File: src/rtl/fb_bank_scheduler.sv
// Frame-buffer port-A write sequencer: camera capture, back-bank clear and
// ping-pong bank swap aligned to display vsync so the reader never tears.
module fb_bank_scheduler #(
  parameter int unsigned FRAME_WORDS = 76800,
  parameter int unsigned ADDR_W      = 18,
  parameter logic [31:0] FILL_VALUE  = 32'h0000_0000
) (
  input  logic              sys_clk,
  input  logic              reset,
  input  logic              cam_frame_start,
  input  logic              cam_frame_end,
  input  logic              cam_valid,
  input  logic [31:0]       cam_data,
  input  logic              disp_vsync,
  input  logic              clear_req,
  output logic              ram_we,
  output logic [ADDR_W-1:0] ram_addr,
  output logic [31:0]       ram_data,
  output logic [ADDR_W-1:0] disp_base,
  output logic              frame_done,
  output logic              clear_busy,
  output logic              overflow,
  output logic [15:0]       drop_count
);

  localparam int unsigned       CNT_W      = ADDR_W - 1;
  localparam logic [CNT_W-1:0]  FULL_CNT   = CNT_W'(FRAME_WORDS);
  localparam logic [CNT_W-1:0]  LAST_CNT   = CNT_W'(FRAME_WORDS - 1);
  localparam logic [ADDR_W-1:0] BANK1_BASE = ADDR_W'(FRAME_WORDS);

  typedef enum logic [1:0] {
    S_IDLE,
    S_CAPTURE,
    S_WAIT_SWAP,
    S_CLEAR
  } state_e;

  state_e            state_q;
  logic              wb_q;
  logic              db_q;
  logic              pend_q;
  logic [CNT_W-1:0]  wcnt_q;
  logic [CNT_W-1:0]  ccnt_q;
  logic              we_q;
  logic [ADDR_W-1:0] addr_q;
  logic [31:0]       data_q;
  logic [ADDR_W-1:0] base_q;
  logic              done_q;
  logic              busy_q;
  logic              ovf_q;
  logic [15:0]       drop_q;
  logic [ADDR_W-1:0] wr_base_d;

  assign wr_base_d = wb_q ? BANK1_BASE : '0;

  always_ff @(posedge sys_clk) begin
    if (reset) begin
      state_q <= S_IDLE;
      wb_q    <= 1'b1;
      db_q    <= 1'b0;
      pend_q  <= 1'b0;
      wcnt_q  <= '0;
      ccnt_q  <= '0;
      we_q    <= 1'b0;
      addr_q  <= '0;
      data_q  <= '0;
      base_q  <= '0;
      done_q  <= 1'b0;
      busy_q  <= 1'b0;
      ovf_q   <= 1'b0;
      drop_q  <= '0;
    end else begin
      // NOTE: pulse outputs default low here and are re-asserted below; with
      // non-blocking assignments the last write in the block wins.
      we_q   <= 1'b0;
      done_q <= 1'b0;
      busy_q <= 1'b0;
      unique case (state_q)
        S_IDLE: begin
          if (cam_frame_start) begin
            state_q <= S_CAPTURE;
            wcnt_q  <= '0;
            if (clear_req) pend_q <= 1'b1;
          end else if (clear_req || pend_q) begin
            state_q <= S_CLEAR;
            ccnt_q  <= '0;
          end
        end
        S_CAPTURE: begin
          if (cam_valid) begin
            if (wcnt_q != FULL_CNT) begin
              we_q   <= 1'b1;
              addr_q <= wr_base_d + ADDR_W'(wcnt_q);
              data_q <= cam_data;
              wcnt_q <= wcnt_q + CNT_W'(1);
            end else begin
              ovf_q <= 1'b1;
            end
          end
          if (clear_req) pend_q <= 1'b1;
          if (cam_frame_end) state_q <= S_WAIT_SWAP;
        end
        S_WAIT_SWAP: begin
          if (clear_req) pend_q <= 1'b1;
          if (cam_frame_start && (drop_q != 16'hFFFF)) drop_q <= drop_q + 16'd1;
          if (disp_vsync) begin
            // The bank just written becomes the front bank.
            wb_q    <= db_q;
            db_q    <= wb_q;
            base_q  <= wr_base_d;
            done_q  <= 1'b1;
            state_q <= S_IDLE;
          end
        end
        S_CLEAR: begin
          if (cam_frame_start) begin
            state_q <= S_CAPTURE;
            wcnt_q  <= '0;
            pend_q  <= 1'b1;
          end else begin
            we_q   <= 1'b1;
            busy_q <= 1'b1;
            addr_q <= wr_base_d + ADDR_W'(ccnt_q);
            data_q <= FILL_VALUE;
            if (ccnt_q == LAST_CNT) begin
              state_q <= S_IDLE;
              pend_q  <= 1'b0;
            end else begin
              ccnt_q <= ccnt_q + CNT_W'(1);
            end
          end
        end
        default: state_q <= S_IDLE;
      endcase
    end
  end

  assign ram_we     = we_q;
  assign ram_addr   = addr_q;
  assign ram_data   = data_q;
  assign disp_base  = base_q;
  assign frame_done = done_q;
  assign clear_busy = busy_q;
  assign overflow   = ovf_q;
  assign drop_count = drop_q;

endmodule

File: config.mk
export PLATFORM = sky130hd
export DESIGN_NAME = fb_bank_scheduler
export DESIGN_NICKNAME = d
export VERILOG_FILES = /design/src/rtl/fb_bank_scheduler.sv
export SDC_FILE = /design/constraint.sdc
export NUM_CORES = 1
export LEC_CHECK = 0
export ABC_AREA = 1
export BUFFER_PORTS_ARGS = -buffer_cell sky130_fd_sc_hd__clkbuf_2
export CORE_MARGIN = 5
export CORE_UTILIZATION = 52
export CTS_BUF_LIST = sky130_fd_sc_hd__clkbuf_8
export DETAILED_ROUTE_END_ITERATION = 7
export PLACE_DENSITY = 0.79
export SKIP_LAST_GASP = 1
export SYNTH_ARGS = -nofsm -noshare
export SYNTH_HDL_FRONTEND = slang
export SYNTH_SLANG_ARGS = --single-unit
File: constraint.sdc
create_clock -name sys_clk -period 2.86 [get_ports sys_clk]
set_clock_uncertainty 0.2 [all_clocks]
set_input_delay 0.143 -clock sys_clk [delete_from_list [all_inputs] [get_ports sys_clk]]
set_output_delay 0.143 -clock sys_clk [all_outputs]
set_load 0.05 [all_outputs]
==> metrics.txt <==
Reg2Reg Depth=7; Pwr Total=6.599 mW; Mapped Cells=976; setup bufs post-CTS=0; Root Buffer=clkbuf_8; status=complete, no violations; Max FO, Critical Path=18; Worst-Skew Late Latency=390 ps; Syn-to-layout area delta=16.89%; Slew headroom=62.65%; Site Rows=40; top-area cell type share of the netlist area=34.78%; Pleak=3.489 nW; drt total wl=16.94 mm; R2R Setup Slk=430 ps; Initial Utilization=52.68%; syn_area_per_cell=6.429 um2; via count=6397; most frequent cells in the layout=nand2_1, nor2_1, clkbuf_2; CP Cell Sequence=ha_1, nand2_1, a22oi_2, nand2_4, inv_2, nand2_1, o21ai_0; gr ovfl total=0; Max-Cap Viols=0; slowest stage delay, CP=500 ps; # DRC=0; final hold violations=0; largest area contributor in the netlist=dfxtp_1; htree depth=3; synthesized area=6275 um2; Boundary Pins=127; largest net degree at the start of global routing=51; initial antenna violation count=0; Clock transition at path regs=110 ps; Max Freq=0.4119 GHz; Top cell by count, worst path=nand2_1; crit end category=flip-flop; share of cells above drive strength 1=15.55%; worst hold path type=input pin to flip-flop; Pwr Density=899.7 nW/um2; Yosys cell types=42; Final period util=84.89%; Hold Worst Slack=30.27 ps; CP Launch Type=flip-flop; register bit total from synthesis=109; cts repair resizes=0; CTS tree=done; Core Box Area=11910 um2; Critical Path Sink=ccnt_q[15]; CP Class=flip-flop to flip-flop; CP max stage cell=ha_1; DP Area=6789 um2; Least-Margin Pin Slew=559.5 ps; Post-DP HPWL=11.84 mm; CP required=2980 ps; Max Transition Viols Final=0; drt first-iter violations=546; TNS Setup=0 ps; setup violators final=0; worst vdd ir=0.0004731 V; final net count=1156; most frequent standard cell in the layout excluding fill and tap cells=nand2_1; DR WL/cell=13.52 um; top cells by area in the synthesized netlist=dfxtp_1, nand2_1, nor2_1; first drt pass iteration count=5; Seq/Total Area, Yosys=34.78%; GRT Util Overall=23.53%; critical path startpoint=state_q[1]; Longest Clk Path Bufs=2; die width=119.9 um; hold buffer count at cts=35; Design Area, Final=7335 um2; Hold Path Cell Cnt=5; Via-to-Cell Ratio=5.105; crit path time final=2428 ps; IO buf count=112; WP data arrival=2550 ps; number of global-route vias before repair=5805; clock sinks=109; ant diodes=0; CTS buffer count=9; RePlAce Congestion=0.9437; first-pass GRT wire length=27.55 mm; RR Endpoint=ccnt_q[15]; overall die height=119.9 um; Final ANT Viol Nets=0; RSZ-0062 raised after global routing=no; warnings from Yosys=0; Die Area=14360 um2; worst reg2reg startpoint=state_q[1]
state kept, by name (all words and copies together) (netlist names):
| signal | cells |
|---|---|
| ram_we | 1 |
| wb_q | 1 |
| drop_count | 16 |
| ram_data | 32 |
| overflow | 1 |
| ram_addr | 18 |
| disp_base | 1 |
| frame_done | 1 |
| clear_busy | 1 |
| pend_q | 1 |
| wcnt_q | 17 |
| ccnt_q | 17 |
| state_q | 2 |
metrics by stage:
| stage | utilization, % | instances | setup slack [ps] |
|---|---|---|---|
| after global routing | 61.58 | 1253 | 152.7 |
| final | 61.58 | 1253 | 432.0 |
| after CTS | 61.58 | 1253 | 443.4 |
| after global placement | 57.00 | 1203 | 608.1 |
| after floorplan | - | 989 | 163.2 |
| after detailed placement | 57.00 | 1203 | 488.3 |
cells by family (layout without fill, tap and decap cells):
family          count (synthesis)  count (layout)  share of synthesized area [%]
mux                             1               1                         0.1595
compound gates                120             120                          10.19
fa+ha+maj                      15              15                          3.111
xor+xnor                       19              19                          2.652
other cells                     1              14                        0.05976
simple gates                  542             542                          36.29
buf+inv                       169             286                          12.76
flops                         109             109                          34.78
cell usage after synthesis (all sizes together):
library cell	count
o211ai	1
xor2	15
conb	1
o21bai	2
clkinv	1
nor3	7
xnor2	4
a31oi	1
or2	1
o21ai	74
mux2i	1
inv	112
nand2	230
clkbuf	16
nand3b	1
dfxtp	109
o21a	1
o22ai	1
buf	40
a21oi	39
fa	1
nor4	1
ha	14
nor3b	2
a22oi	1
nor2	218
nand3	71
nand4	11
report_power, final:
part	switching, mW	internal [mW]
Combinational	2.65	0.814
Clock	0.555	0.411
Sequential	0.251	1.92
Total	3.46	3.14
final cells by class:
class / count / area (um2)
Tap cell: 147 / 183.9
Multi-Input combinational cell: 711 / 3343
Inverter: 113 / 424.2
Clock inverter: 6 / 71.32
Sequential cell: 109 / 2182
Fill cell: 1113 / 4577
Clock buffer: 9 / 123.9
Timing Repair Buffer: 158 / 1006
worst max-delay path, delay by kind of cell (launching register included):
kind / cells / cell delay, ps
buf+inv: 1 / 200
fa+ha+maj: 1 / 500
flops: 1 / 430
compound gates: 2 / 490
simple gates: 3 / 520
metal layers:
metal  track usage [%]  part of all wire (%)  vias to the layer above
met1             29.56                    44                     2863
met2             39.34                    47                      229
met3             5.467                   6.4                       38
met5                 0                     0                        -
met4             8.876                   2.7                        0
li1                  -                     -                     3267
worst min path at each step:
| stage | start | endpoint | slack (ps) |
|---|---|---|---|
| after global placement | pend_q | pend_q | 250 |
| after global routing | cam_frame_end | state_q[1] | 30 |
| after floorplan | disp_vsync | frame_done | 120 |
| after detailed placement | pend_q | pend_q | 260 |
| final | cam_frame_end | state_q[1] | 30 |
| after CTS | cam_frame_end | state_q[1] | 10 |
Note: power is estimated with default switching activity, not from simulation.
